--- src/rtl/console_pkg.sv ---
// Shared types and constants for the text console: FSM states, cell geometry, control codes.
package console_pkg;

    typedef enum logic [1:0] {
        IDLE   = 2'd0,
        CLEAR  = 2'd1,
        SCROLL = 2'd2
    } state_t;

    localparam int CELL_W = 8;
    localparam int CELL_H = 16;

    localparam logic [6:0] CH_BS = 7'h08;
    localparam logic [6:0] CH_LF = 7'h0A;
    localparam logic [6:0] CH_FF = 7'h0C;
    localparam logic [6:0] CH_SP = 7'h20;

    function automatic logic is_printable(input logic [6:0] c);
        return (c >= CH_SP) && (c <= 7'h7E);
    endfunction

endpackage

--- src/rtl/ascii_rom.sv ---
// 8x16 glyph ROM, 1-cycle registered read: 'A' in full, a box outline for other printable codes,
// blank for space and control codes.
module ascii_rom (
    input  logic       clk,
    input  logic [6:0] code,
    input  logic [3:0] row,
    output logic [7:0] data
);

    function automatic logic [7:0] lookup(input logic [6:0] c, input logic [3:0] r);
        logic [7:0] g;
        g = 8'h00;
        if (c == 7'h41) begin
            case (r)
                4'd2:    g = 8'h10;
                4'd3:    g = 8'h38;
                4'd4:    g = 8'h6C;
                4'd5, 4'd6, 4'd8, 4'd9, 4'd10, 4'd11: g = 8'hC6;
                4'd7:    g = 8'hFE;
                default: g = 8'h00;
            endcase
        end else if (c > 7'h20 && c < 7'h7F) begin
            if (r == 4'd2 || r == 4'd13)
                g = 8'h7E;
            else if (r > 4'd2 && r < 4'd13)
                g = 8'h42;
        end
        return g;
    endfunction

    always_ff @(posedge clk) begin
        data <= lookup(code, row);
    end

endmodule

--- src/rtl/console_ram.sv ---
// Dual-port text buffer: one write port, one registered read port (1-cycle latency).
// A read of the address being written returns the previous contents.
module console_ram #(
    parameter int DEPTH = 128,
    parameter int AW    = 7
) (
    input  logic          clk,
    input  logic          we,
    input  logic [AW-1:0] waddr,
    input  logic [6:0]    wdat,
    input  logic [AW-1:0] raddr,
    output logic [6:0]    rdat
);

    logic [6:0] mem [DEPTH];

    always_ff @(posedge clk) begin
        if (we)
            mem[waddr] <= wdat;
    end

    always_ff @(posedge clk) begin
        rdat <= mem[raddr];
    end

endmodule

--- src/rtl/text_console.sv ---
// Character console overlay: rgb lags x/y/video_on by 2 cycles; optional blinking cursor via CONSOLE_CURSOR_EN.
// Writes are accepted only in IDLE; wr_ready drops for COLS cycles on scroll and COLS*ROWS on clear.
module text_console
    import console_pkg::*;
#(
    parameter int          COLS = 32,
    parameter int          ROWS = 4,
    parameter int          X0   = 192,
    parameter int          Y0   = 208,
    parameter logic [11:0] FG   = 12'h00F,
    parameter logic [11:0] BG   = 12'hFFF
`ifdef CONSOLE_CURSOR_EN
    , parameter int        BLINK_CYCLES = 25_000_000
`endif
) (
    input  logic        clk,
    input  logic        reset,
    input  logic        video_on,
    input  logic [9:0]  x,
    input  logic [9:0]  y,
    input  logic        wr_valid,
    input  logic [6:0]  wr_char,
    output logic        wr_ready,
    output logic [11:0] rgb,
    output logic [6:0]  cur_col,
    output logic [4:0]  cur_row
);

    localparam int N  = COLS * ROWS;
    localparam int AW = (N > 1) ? $clog2(N) : 1;

    state_t        state;
    logic [AW-1:0] cnt;
    logic [4:0]    top;
    logic          we;
    logic [AW-1:0] waddr, raddr;
    logic [6:0]    wdat, rdat;

    // Logical row to physical row through the circular scroll offset.
    function automatic logic [4:0] phys_row(input logic [4:0] r, input logic [4:0] t);
        logic [5:0] s;
        s = {1'b0, r} + {1'b0, t};
        if (s >= 6'(ROWS))
            s = s - 6'(ROWS);
        return s[4:0];
    endfunction

    function automatic logic [AW-1:0] cell_addr(input logic [4:0] prow, input logic [6:0] col);
        return AW'(int'(prow) * COLS + int'(col));
    endfunction

    // ---------------- display path ----------------
    logic [9:0]  dx;
    logic [8:0]  dy;
    logic        in_win0;
    logic        von1, von2, win1, win2;
    logic [2:0]  bit1, bit2;
    logic [3:0]  row1;
    logic [7:0]  glyph;
    logic        pix;

    assign dx      = x - 10'(X0);
    assign dy      = 9'(y - 10'(Y0));
    assign in_win0 = ({1'b0, x} >= 11'(X0)) && ({1'b0, x} < 11'(X0 + CELL_W * COLS)) &&
                     ({1'b0, y} >= 11'(Y0)) && ({1'b0, y} < 11'(Y0 + CELL_H * ROWS));
    assign raddr   = cell_addr(phys_row(dy[8:4], top), dx[9:3]);

    always_ff @(posedge clk) begin
        if (reset) begin
            von1 <= 1'b0;
            von2 <= 1'b0;
            win1 <= 1'b0;
            win2 <= 1'b0;
            bit1 <= '0;
            bit2 <= '0;
            row1 <= '0;
        end else begin
            von1 <= video_on;
            von2 <= von1;
            win1 <= in_win0;
            win2 <= win1;
            bit1 <= dx[2:0];
            bit2 <= bit1;
            row1 <= dy[3:0];
        end
    end

    console_ram #(.DEPTH(N), .AW(AW)) u_ram (
        .clk   (clk),
        .we    (we),
        .waddr (waddr),
        .wdat  (wdat),
        .raddr (raddr),
        .rdat  (rdat)
    );

    ascii_rom u_rom (
        .clk  (clk),
        .code (rdat),
        .row  (row1),
        .data (glyph)
    );

`ifdef CONSOLE_CURSOR_EN
    localparam int BW = (BLINK_CYCLES > 1) ? $clog2(BLINK_CYCLES) : 1;
    logic [BW-1:0] blink_cnt;
    logic          phase, cur1, cur2;
    logic [3:0]    row2;

    always_ff @(posedge clk) begin
        if (reset) begin
            blink_cnt <= '0;
            phase     <= 1'b0;
            cur1      <= 1'b0;
            cur2      <= 1'b0;
            row2      <= '0;
        end else begin
            if (blink_cnt == BW'(BLINK_CYCLES - 1)) begin
                blink_cnt <= '0;
                phase     <= ~phase;
            end else begin
                blink_cnt <= blink_cnt + 1'b1;
            end
            cur1 <= (dx[9:3] == cur_col) && (dy[8:4] == cur_row);
            cur2 <= cur1;
            row2 <= row1;
        end
    end

    assign pix = glyph[3'd7 - bit2] | (phase && cur2 && (row2 >= 4'd14));
`else
    assign pix = glyph[3'd7 - bit2];
`endif

    assign rgb = !von2 ? 12'h000 : ((win2 && pix) ? FG : BG);

    // ---------------- write port ----------------
    always_comb begin
        we    = 1'b0;
        waddr = cnt;
        wdat  = CH_SP;
        case (state)
            CLEAR:  we = 1'b1;
            SCROLL: begin
                we    = 1'b1;
                waddr = cell_addr(phys_row(5'(ROWS - 1), top), 7'(cnt));
            end
            default: begin
                if (wr_valid && wr_ready) begin
                    if (is_printable(wr_char)) begin
                        we    = 1'b1;
                        waddr = cell_addr(phys_row(cur_row, top), cur_col);
                        wdat  = wr_char;
                    end else if (wr_char == CH_BS && cur_col != 7'd0) begin
                        we    = 1'b1;
                        waddr = cell_addr(phys_row(cur_row, top), cur_col - 7'd1);
                    end
                end
            end
        endcase
        // The write landing on a reset edge is dropped.
        if (reset)
            we = 1'b0;
    end

    // ---------------- control FSM ----------------
    always_ff @(posedge clk) begin
        if (reset) begin
            state    <= CLEAR;
            cnt      <= '0;
            top      <= '0;
            cur_col  <= '0;
            cur_row  <= '0;
            wr_ready <= 1'b0;
        end else begin
            case (state)
                CLEAR: begin
                    if (cnt == AW'(N - 1)) begin
                        state    <= IDLE;
                        cnt      <= '0;
                        top      <= '0;
                        cur_col  <= '0;
                        cur_row  <= '0;
                        wr_ready <= 1'b1;
                    end else begin
                        cnt <= cnt + 1'b1;
                    end
                end
                SCROLL: begin
                    if (cnt == AW'(COLS - 1)) begin
                        state    <= IDLE;
                        cnt      <= '0;
                        wr_ready <= 1'b1;
                    end else begin
                        cnt <= cnt + 1'b1;
                    end
                end
                default: begin
                    if (wr_valid && wr_ready) begin
                        if (is_printable(wr_char) || wr_char == CH_LF) begin
                            if (wr_char == CH_LF || cur_col == 7'(COLS - 1)) begin
                                cur_col <= '0;
                                if (cur_row == 5'(ROWS - 1)) begin
                                    top      <= (top == 5'(ROWS - 1)) ? 5'd0 : top + 5'd1;
                                    state    <= SCROLL;
                                    cnt      <= '0;
                                    wr_ready <= 1'b0;
                                end else begin
                                    cur_row <= cur_row + 5'd1;
                                end
                            end else begin
                                cur_col <= cur_col + 7'd1;
                            end
                        end else if (wr_char == CH_BS) begin
                            if (cur_col != 7'd0)
                                cur_col <= cur_col - 7'd1;
                        end else if (wr_char == CH_FF) begin
                            state    <= CLEAR;
                            cnt      <= '0;
                            wr_ready <= 1'b0;
                        end
                    end
                end
            endcase
        end
    end

endmodule

--- config.mk ---
export PLATFORM = sky130hd
export DESIGN_NAME = text_console
export DESIGN_NICKNAME = d
export VERILOG_FILES = /design/src/rtl/console_pkg.sv /design/src/rtl/ascii_rom.sv /design/src/rtl/console_ram.sv /design/src/rtl/text_console.sv
export SDC_FILE = /design/constraint.sdc
export NUM_CORES = 1
export LEC_CHECK = 0
export CORE_MARGIN = 3
export CORE_UTILIZATION = 50
export CTS_CLUSTER_DIAMETER = 40
export DETAILED_ROUTE_END_ITERATION = 8
export PLACE_DENSITY = 0.72
export SYNTH_ARGS = -nofsm -noshare
export SYNTH_HDL_FRONTEND = slang
export SYNTH_SLANG_ARGS = --single-unit
--- constraint.sdc ---
create_clock -name clk -period 18 [get_ports clk]
set_clock_uncertainty 0.2 [all_clocks]
set_input_delay 3.6 -clock clk [delete_from_list [all_inputs] [get_ports clk]]
set_output_delay 3.6 -clock clk [all_outputs]
set_load 0.005 [all_outputs]
==> results of run 1 <==
## flip-flops by register name (all words and copies together), names as in the netlist, named ones only
signal,cells
cur_col,7
wr_ready,1
win1,1
u_rom.data,6
top,5
von2,1
bit2,3
bit1,3
cur_row,5
row1,4
cnt,7
state,2
von1,1
win2,1
u_ram.rdat,7
u_ram.mem,896
## cells in the final DEF (no fill, tap or decap), drive strengths merged, types with 33 or more instances in the layout
master | synthesis | routed
edfxtp | 896 | 896
mux2i | 231 | 231
nor3 | 146 | 146
clkbuf | 82 | 116
mux4 | 113 | 113
o221ai | 112 | 112
o22ai | 72 | 72
nand2 | 61 | 61
dfxtp | 58 | 58
a21oi | 56 | 56
clkdlybuf4s50 | 0 | 52
clkinv | 0 | 50
o21ai | 49 | 49
inv | 18 | 42
buf | 81 | 33
## report_power, final
group | switching [uW] | leakage, uW | internal [uW] | total (uW)
registers | 18.1 | 0.00899 | 2420 | 2440
logic | 241 | 0.00379 | 116 | 356
clock network | 941 | 0.00179 | 1260 | 2200
## through the flow
step	instance area [sq um]	hold WS (ps)	total power [uW]
3_3_place_gp	40400	216	2820
2_1_floorplan	38900	203	2710
5_1_grt	44000	237	5140
6_report	44000	229	4990
4_1_cts	44000	230	5010
3_5_place_dp	40400	210	2830
## cell families after synthesis
logic type,synth area share (%)
mux,12.5
flops,72.1
fa+ha+maj,0.611
simple gates,5.05
xor+xnor,0.569
buf+inv,1.97
compound gates,7.19
## worst min-delay path by stage
stage	from	end	slack (ps)	cells after the start
finish	register	u_rom.data[5]	230	1
global route	register	u_rom.data[5]	240	1
CTS	register	u_rom.data[5]	230	1
detailed placement	register	u_rom.data[5]	210	1
global placement	register	u_rom.data[5]	220	1
floorplan	register	u_rom.data[4]	200	1
## metal layers
layer	vias to the layer above	global-route usage [%]	part of all wire [%]
li1	9403	-	-
met1	11300	31.1	38
met2	1340	39.9	50
met3	223	4.20	8.8
met4	0	9.14	3.8
met5	-	0	0
## critical path: stages
cell and delay (ps):
clkdlybuf4s50_1 500, or4_1 700, a2111oi_2 960, a221oi_1 300
a211oi_4 400, nand3_2 810, nor3_1 1110
## final cells by class
class / instances / area (sq um) / share of cell area (%)
well taps: 1030 / 1290 / 2.93
clock inverters: 89 / 876 / 1.99
multi-input cells: 1126 / 10200 / 23.1
flip-flops and latches: 954 / 28100 / 63.7
clock buffers: 116 / 2790 / 6.33
inverters: 18 / 67.6 / 0.153
repair buffers: 85 / 773 / 1.76
==> results.py, run 1 <==
metrics = {
    "placed_design": {
        "dp_slack_ps": 9070,
        "placed_cells": 3213,
        "hpwl_mm": 55.8,
        "io_buffers": 55,
        "gp_congestion": 0.885,
    },
    "synthesis": {
        "synth_warnings": 0,
        "async_flop_share_pct": 0,
        "synth-edff-count": 896,
        "yosysMostFrequentCell": "edfxtp_1",
        "ys_seq_elements": 954,
        "synth_top_cell_area_share_pct": 69.1,
        "synth-seq-area-share_pct": 72.1,
        "synth_commonest_cells": "edfxtp_1 (896), mux2i_1 (231), nor3_1 (132), mux4_2 (113), o221ai_1 (112)",
        "synth_cells": 2261,
        "synth-main-ff-cell": "edfxtp_1",
        "synthesis.nets": 2311,
        "ys_types": 75,
        "avgSynthCellArea_sq_um": 17.2,
        "synth_top_cell_by_area": "edfxtp_1",
        "syn-cell-area_sq_um": 38900,
        "synthTopCellsByArea": "edfxtp_1 (69%), mux4_2 (6.5%), mux2i_1 (5.9%), dfxtp_1 (3.0%), o221ai_1 (2.5%)",
    },
    "critical_path": {
        "worstPathRequired_ps": 18070,
        "r2r_start": "state[0]",
        "crit_fanout": 16,
        "path_class": "primary input to register",
        "worstSetupEndpoint": "u_ram.mem[125][0]",
        "r2r_end": "u_ram.mem[125][0]",
        "cp-startpoint": "wr_char[6]",
        "rr_worst_depth": 8,
        "cp-start-kind": "primary input",
        "cp_data_arrival_time_ps": 8400,
        "r2r_setup_slack_ps": 12450,
        "cp-end-kind": "register",
    },
    "sta": {
        "max_slew_margin_pct": 21.1,
        "finalCritPeriodShare_pct": 46.2,
        "setup_viol": 0,
        "finalCriticalPeriod_ps": 8320,
        "finalHoldViolCount": 0,
        "finalMaxSlewViolations": 0,
        "layout_setup_ws_ps": 9680,
        "clock.fmax_mhz": 120,
        "fin_tns_setup_ps": 0,
        "rsz0062_at_grt": "false",
        "tightest_slew_ps": 1180,
    },
    "cells_and_area": {
        "final_cells": 3418,
        "drive_above_1_share_pct": 16.2,
        "num-fill-cells": 5634,
        "diodes": 0,
        "syn2layout_area_growth_pct": 13.1,
        "nets": 2344,
        "fin_util_pct": 57.5,
    },
    "clocking": {
        "path_clk_slew_ps": 60,
        "post-cts-setup-buffer-count": 0,
        "post_cts_resized": 0,
        "clockBufferDepth": 3,
        "cts_tree": "yes",
        "clock-sinks": 954,
        "cts-buffers-inserted": 109,
        "ctsHoldBuffers": 0,
        "clkLatencyLatePin_ps": 670,
        "cts.htree.levels": 3,
        "cts-root-buf": "clkbuf_16",
    },
    "outcome": {
        "status": "completed",
    },
    "grt": {
        "grt_pass1_wl_mm": 145,
        "grt_pass1_vias": 22600,
        "grt_util_all_layers_pct": 23.8,
        "grt_overflow_total": 0,
        "antenna_found_initial": 1,
        "grt_max_degree": 91,
    },
    "pwr": {
        "power_density_nw_per_um2": 113,
        "power.leakage_uw": 0.0146,
        "ir_drop_mv": 0.0680,
    },
    "die": {
        "core-area_sq_um": 76600,
        "die_x_microns": 285,
        "ios": 56,
        "die_y_microns": 285,
        "start_util_pct": 50.8,
        "rows": 101,
        "die-area_sq_um": 81200,
    },
    "detailed_routing": {
        "wire_per_inst_microns": 28.3,
        "route.detailed.drc": 0,
        "ant_nets": 0,
        "routed_wl_mm": 96.7,
        "first_pass_iters": 5,
        "drt_iter0_markers": 2362,
        "vias": 22300,
        "viasPerCell": 6.51,
    },
    "hold_path": {
        "holdCritPathClass": "register to register",
    },
    "run": {
        "drv_cap": 0,
    },
}
Power figures use the tool's default switching activity.
==> run 2, diff against run 1 <==
Clock period 18 ns to 8.5 ns, I/O delays scaled along.
==> run 2 against run 1 <==
  * Die area unchanged
  * Global-route usage is 0.55 points lower
  * Routed wire length decreased by 2.1%
  * Flip-flop and latch count stayed put
  * Clock power is 110% higher
  * Cell count is 0.15% higher
  * Non-clock buffer count increased by 1
  * Sequential share of layout area decreased by 0.063 points
  * Sequential power grew 110%
  * Utilization rose by 0.057 points
  * Combinational power grew 110%
==> results.py, run 2 (synthesis results as in run 1) <==
metrics = {
    "outcome": {
        "status": "completed",
    },
    "sta": {
        "rsz0062_at_grt": "false",
        "finalHoldViolCount": 0,
        "tightest_slew_ps": 1290,
        "finalCriticalPeriod_ps": 5970,
        "holdWs_ps": 242,
        "fin_tns_setup_ps": 0,
        "layout_setup_ws_ps": 2530,
        "finalCritPeriodShare_pct": 70.3,
        "clock.fmax_mhz": 167,
        "finalMaxSlewViolations": 0,
        "setup_viol": 0,
        "max_slew_margin_pct": 14.2,
    },
    "clocking": {
        "path_clk_slew_ps": 60,
        "ctsHoldBuffers": 0,
        "post_cts_resized": 0,
        "post-cts-setup-buffer-count": 0,
        "cts-buffers-inserted": 113,
        "cts-root-buf": "clkbuf_16",
        "cts.htree.levels": 3,
        "clockBufferDepth": 3,
        "clkLatencyLatePin_ps": 650,
        "cts_tree": "yes",
        "clock-sinks": 954,
    },
    "run": {
        "drv_cap": 0,
    },
    "grt": {
        "grt_max_degree": 133,
        "grt_util_all_layers_pct": 23.2,
        "grt_pass1_wl_mm": 142,
        "grt_overflow_total": 0,
        "antenna_found_initial": 2,
        "grt_pass1_vias": 22000,
    },
    "die": {
        "start_util_pct": 50.8,
        "core-area_sq_um": 76600,
        "ios": 56,
        "rows": 101,
        "die_y_microns": 285,
        "die-area_sq_um": 81200,
        "die_x_microns": 285,
    },
    "pwr": {
        "ir_drop_mv": 0.155,
        "switching_power_uw": 2480,
        "pwr-share-seq_pct": 48.9,
        "power_density_nw_per_um2": 240,
        "switching_share_pct": 23.5,
        "comb_power_share_pct": 7.1,
        "p_clk_share_pct": 44.0,
        "power.leakage_uw": 0.0146,
        "internal_power_uw": 8090,
    },
    "critical_path": {
        "cp-end-kind": "register",
        "critPathMaxStageDelay_ps": 1090,
        "path_class": "primary input to register",
        "critPathBufInv": 1,
        "crit_fanout": 19,
        "cp_top_family": "simple AND/OR/NAND/NOR gates",
        "cp-start-kind": "primary input",
        "path_cells": "clkdlybuf4s50_1, and3_1, o211ai_1, a221o_1, o2111ai_1, nand3_2, nor3_1",
        "worstPathRequired_ps": 8570,
        "crit_slowest_cell": "nor3_1",
        "cp_data_arrival_time_ps": 6040,
    },
    "detailed_routing": {
        "wire_per_inst_microns": 27.7,
        "drt_iter0_markers": 2819,
        "route.detailed.drc": 0,
        "maxUsedRoutingLayer": "met5",
        "dr_wl_met2_mm": 45.2,
        "first_pass_iters": 6,
        "vias": 22100,
        "met1_length_mm": 37.8,
        "viasPerCell": 6.44,
        "routed_wl_mm": 94.7,
        "met3_wirelength_mm": 8.85,
        "ant_nets": 0,
    },
    "cells_and_area": {
        "drive_above_1_share_pct": 15.8,
        "top_register": "u_ram.mem",
        "largest_reg_flops": 896,
        "fin_util_pct": 57.6,
        "syn2layout_area_growth_pct": 13.2,
        "diodes": 0,
        "nets": 2349,
        "final_common_cell": "edfxtp_1",
        "most-common-layout-cells": "edfxtp_1 (896), mux2i_1 (231), nor3_1 (132)",
    },
    "placed_design": {
        "dp_slack_ps": 1900,
        "io_buffers": 55,
        "hpwl_mm": 54.6,
        "gp_congestion": 0.890,
    },
    "hold_path": {
        "holdCritPathClass": "register to register",
    },
}
-- run 2: changes by cell type in the layout (fill, tap and decap cells not counted), sizes merged --
cell,delta
bufinv,-1
clkinv,-10
clkbuf,+16
buf,+1
clkinvlp,+1
inv,-2
-- run 2: final cells by class --
type | instances | area (sq um)
clock inverter | 77 | 718
multi-input combinational | 1126 | 10200
sequential | 954 | 28100
fill | 5588 | 32500
tap | 1030 | 1290
clock buffer | 132 | 2940
timing repair buffer | 86 | 818
inverter | 18 | 67.6
-- run 2: worst paths after layout --
kind             from                to  slack, ps  cells past startpoint
max          wr_valid  u_ram.mem[37][3]       2530                      7
min          register     u_rom.data[5]        240                      1
max reg2reg  state[0]  u_ram.mem[37][3]       2970                      8
min reg2reg  register     u_rom.data[5]        240                      1
-- run 2: power by group through the flow --
stage / combinational, uW / sequential (uW) / clock, uW
2_1_floorplan: 494 / 5250 / 0
3_3_place_gp: 720 / 5260 / 0
3_5_place_dp: 736 / 5270 / 0
4_1_cts: 740 / 5170 / 4690
5_1_grt: 797 / 5170 / 4910
6_report: 746 / 5170 / 4650
-- run 2: layer usage --
layer  global-route usage [%]  vias up
li1                         -     9409
met1                     32.4    11200
met2                     37.4     1265
met3                     4.10      187
met4                     7.75        2
met5                        0        -
-- run 2: metrics by stage --
| step | area (sq um) | instances | total power, uW |
|---|---|---|---|
| 6_report | 44100 | 3423 | 10600 |
| 2_1_floorplan | 38900 | 2261 | 5750 |
| 5_1_grt | 44100 | 3423 | 10900 |
| 4_1_cts | 44100 | 3423 | 10600 |
| 3_5_place_dp | 40400 | 3214 | 6000 |
| 3_3_place_gp | 40400 | 3214 | 5980 |
==> run 3, diff against run 2 <==
Clock period 8.5 ns to 5.9 ns, I/O delays scaled along.
==> run 3 against run 2 <==
  * Sequential share of layout area is 2.1 points lower
  * Sequential power is 44% higher
  * Cell count is 4.3% higher
  * Critical endpoint is now u_ram.mem[123][5]
  * Largest cell class unchanged
==> results.py, run 3 (synthesis results as in run 1) <==
metrics = {
    "detailed_routing": {
        "wire_per_inst_microns": 26.4,
        "ant_nets": 0,
        "route.detailed.drc": 0,
        "first_pass_iters": 6,
        "routed_wl_mm": 94.3,
        "viasPerCell": 6.34,
        "drt_iter0_markers": 2607,
        "vias": 22700,
    },
    "die": {
        "die_x_microns": 285,
        "start_util_pct": 50.8,
        "die_y_microns": 285,
        "die-area_sq_um": 81200,
        "rows": 101,
        "core-area_sq_um": 76600,
        "ios": 56,
    },
    "sta": {
        "finalCritPeriodShare_pct": 80.6,
        "holdWs_ps": 233,
        "finalCriticalPeriod_ps": 4750,
        "fin_tns_setup_ps": 0,
        "finalHoldViolCount": 0,
        "setup_viol": 0,
        "max_slew_margin_pct": 15.1,
        "tightest_slew_ps": 1270,
        "rsz0062_at_grt": "false",
        "finalMaxSlewViolations": 0,
        "clock.fmax_mhz": 210,
    },
    "critical_path": {
        "crit_slowest_cell": "nor3_1",
        "rr_worst_depth": 10,
        "critPathMaxStageDelay_ps": 900,
        "r2r_end": "u_ram.mem[123][5]",
        "crit_fanout": 7,
        "path_cells": "clkdlybuf4s50_1, or4_1, a2111o_1, o2111a_1, a311oi_4, nand3_2, nor3_1",
        "cp-startpoint": "wr_char[6]",
        "r2r_start": "cur_col[2]",
        "cp-end-kind": "register",
        "cp-start-kind": "primary input",
        "worstPathRequired_ps": 5960,
        "r2r_setup_slack_ps": 1670,
        "cp_data_arrival_time_ps": 4820,
        "path_class": "primary input to register",
    },
    "clocking": {
        "post_cts_resized": 0,
        "cts-root-buf": "clkbuf_16",
        "clkLatencyLatePin_ps": 680,
        "clockBufferDepth": 3,
        "path_clk_slew_ps": 60,
        "cts_tree": "yes",
        "cts.htree.levels": 3,
        "clock-sinks": 954,
        "post-cts-setup-buffer-count": 0,
        "cts-buffers-inserted": 114,
        "ctsHoldBuffers": 0,
    },
    "cells_and_area": {
        "final_cells": 3570,
        "most-common-layout-cells": "edfxtp_1 (896), mux2i_1 (231), buf_4 (157)",
        "finalInstanceArea_sq_um": 45600,
        "fin_util_pct": 59.5,
        "drive_above_1_share_pct": 21.0,
        "num-fill-cells": 5473,
        "top_register": "u_ram.mem",
        "diodes": 0,
        "final_common_cell": "edfxtp_1",
        "largest_reg_flops": 896,
        "syn2layout_area_growth_pct": 17.0,
        "nets": 2491,
    },
    "hold_path": {
        "whs_path_depth": 1,
        "holdCritPathClass": "register to register",
        "hold_end": "u_rom.data[4]",
    },
    "grt": {
        "antenna_found_initial": 0,
        "grt_util_all_layers_pct": 23.2,
        "grt_pass1_wl_mm": 143,
        "grt_pass1_vias": 22800,
        "grt_max_degree": 75,
        "grt_overflow_total": 0,
    },
    "pwr": {
        "power_density_nw_per_um2": 345,
        "ir_drop_mv": 0.250,
        "power.leakage_uw": 0.0155,
    },
    "placed_design": {
        "gp_congestion": 0.913,
        "placed_area_sq_um": 41600,
        "hpwl_mm": 57.6,
        "placed_cells": 3355,
        "io_buffers": 55,
    },
    "run": {
        "drv_cap": 0,
    },
    "outcome": {
        "status": "completed",
    },
}
==> run 3: changes by cell type in the layout (fill, tap and decap cells not counted), sizes merged <==
cell,delta
buf,+141
inv,+11
clkinvlp,-2
clkbuf,-2
clkinv,-7
bufinv,+6
==> run 3: routing by layer <==
| metal | global-route usage (%) | vias up | part of all wire (%) | routed length [microns] |
|---|---|---|---|---|
| li1 | - | 9713 | - | - |
| met1 | 31.3 | 11600 | 40 | 37500 |
| met3 | 3.86 | 220 | 7.6 | 7190 |
| met4 | 8.93 | 0 | 3.6 | 3410 |
| met5 | 0 | - | 0 | 0 |
| met2 | 38.0 | 1123 | 49 | 46200 |
==> run 3: how the worst max path moves through the flow <==
stage	end	slack [ps]
finish	u_ram.mem[123][5]	1150
global route	u_ram.mem[124][5]	940
CTS	u_ram.mem[123][5]	1210
detailed placement	u_ram.mem[123][4]	500
global placement	u_ram.mem[52][2]	710
floorplan	u_ram.mem[0][6]	980
==> run 3: area by class of cell <==
type	instances	area [sq um]	area share, %
Clock inverter	85	961	2.11
Timing Repair Buffer	227	2040	4.48
Sequential cell	954	28100	61.6
Clock buffer	130	2970	6.51
Inverter	18	67.6	0.148
Tap cell	1030	1290	2.83
Multi-Input combinational cell	1126	10200	22.3
==> run 3: report_power, final <==
part | switching [uW] | total [uW] | leakage (uW) | internal (uW)
Combinational | 756 | 1140 | 0.00459 | 388
Clock | 2890 | 7120 | 0.00192 | 4230
Sequential | 51.1 | 7450 | 0.00899 | 7390
Total | 3690 | 15700 | 0.0155 | 12000
==> run 3: metrics by stage <==
step                setup slack (ps)  power [uW]
floorplan                        977        8280
global placement                 706        8670
detailed placement               504        8710
CTS                             1210       15800
global route                     940       16200
finish                          1150       15700
==> run 3: critical path: cells and delay by family <==
family                 cells  cell delay (ps)
AND/OR/NAND/NOR            3             1890
AO/OA/AOI/OAI              3             1230
buffers and inverters      1              500
==> RTL change, RTL diff (config.mk and constraints of run 2) <==
Register the output `rgb`, cleared by the reset; this adds one clock of latency there. The other outputs are not delayed to match. Comments in the files are not updated.
--- a/src/rtl/text_console.sv
+++ b/src/rtl/text_console.sv
@@ -132,7 +132,13 @@
     assign pix = glyph[3'd7 - bit2];
 `endif
 
-    assign rgb = !von2 ? 12'h000 : ((win2 && pix) ? FG : BG);
+    always_ff @(posedge clk) begin
+        if (reset) begin
+            rgb <= '0;
+        end else begin
+            rgb <= !von2 ? 12'h000 : ((win2 && pix) ? FG : BG);
+        end
+    end
 
     // ---------------- write port ----------------
     always_comb begin
Check against the original RTL: not equivalent (a bounded check fails within 4 cycles, from zero or initial values and one cycle with reset high).
==> RTL change against run 2 <==
Design area increased by 0.40%; clock power increased by 4.7%; maximum frequency increased by 7.8%; routed wire length decreased by 0.18%; worst setup slack improved by 430 ps; via count increased by 0.15%; register-to-register slack improved by 660 ps; sequential cell count increased by 2; total power increased by 1.5%; die area decreased by 0.25%; area after synthesis decreased by 0.25%; sequential power about the same.
==> RTL change: results (changes against run 2) <==
stage	metric	value	unit	change
synthesis	synthXorXnorAreaFrac	0.5768	%	+0.0079 points
synthesis	synth_commonest_cells	edfxtp_1, mux2i_1, nor2_1		
clocking	numCtsBuffers	114		+0.88%
placed_design	dp_slack	2333	ps	+429.2 ps
timing	relSlewSlack	21.56	%	+7.3 points
placed_design	placed_area	40360	um^2	-0.14%
synthesis	ys_types	74		-1.3%
global_route	grt_use_total	23.13	%	-0.084 points
worst_setup_path	startpoint	wr_char[1]		
worst_setup_path	max_stage_delay	890	ps	-200 ps
global_route	grt_pass1_vias	21900		-0.31%
worst_setup_path	arrival	5640	ps	-400 ps
detailed_routing	wl_per_cell	26.82	um	-3.1%
detailed_routing	viasPerCell	6.266		-2.7%
global_route	antenna_found_initial	1		-1
synthesis	synth-compound-area-share	7.115	%	-0.072 points
worst_setup_path	r2r-start	cur_col[0]		
synthesis	muxShareOfSynthArea	12.64	%	+0.13 points
synthesis	syn_inst	2332		+3.1%
finish	nNetsFinal	2445		+4.1%
clocking	clock_insertion_delay_worst_skew	680	ps	+30 ps
power	ir_drop	0.1601	mV	+3.2%
synthesis	synth-adder-area-share	0.6123	%	+0.0015 points
detailed_routing	drtIter0Drc	2561		-9.2%
placed_design	dp_cells	3309		+3.0%
global_route	grt_pass1_wl	140300	um	-1.5%
outcome	status	completed		
## RTL change: kinds of logic after synthesis
family | count (synthesis)
DFF | 956
AOI/OAI and AO/OA | 438
and+or+nand+nor | 398
muxes | 342
buffers and inverters | 155
xor gates and xnor gates | 24
adders and majority gates | 19
## RTL change: final timing paths
path                            slack (ps)               end
worst max-delay path                  2960  u_ram.mem[73][5]
worst min-delay path                   240     u_rom.data[5]
worst min register to register         240     u_rom.data[5]
worst max register to register        3630  u_ram.mem[96][6]
## RTL change: layout make-up
type	count	area (um^2)
timing repair buffer	84	778.2
fill	5514	32200
tap	1030	1289
inverter	18	67.56
clock inverter	86	918.4
multi-input combinational	1221	10110
sequential	956	28110
clock buffer	129	2973
antenna	1	2.502
## RTL change: layer usage
layer | global-route usage (%) | up-vias | part of all wire, %
li1 | - | 9497 | -
met1 | 31.72 | 11180 | 40
met2 | 37.85 | 1188 | 49
met3 | 4.146 | 221 | 8.3
met4 | 7.459 | 0 | 3.1
met5 | 0 | - | 0
## RTL change: report_power, final
| group | total (mW) | internal, mW | switching, mW |
|---|---|---|---|
| combinational | 0.689 | 0.223 | 0.466 |
| sequential | 5.17 | 5.14 | 0.0339 |
| clock | 4.87 | 2.86 | 2.01 |
| total | 10.7 | 8.22 | 2.51 |
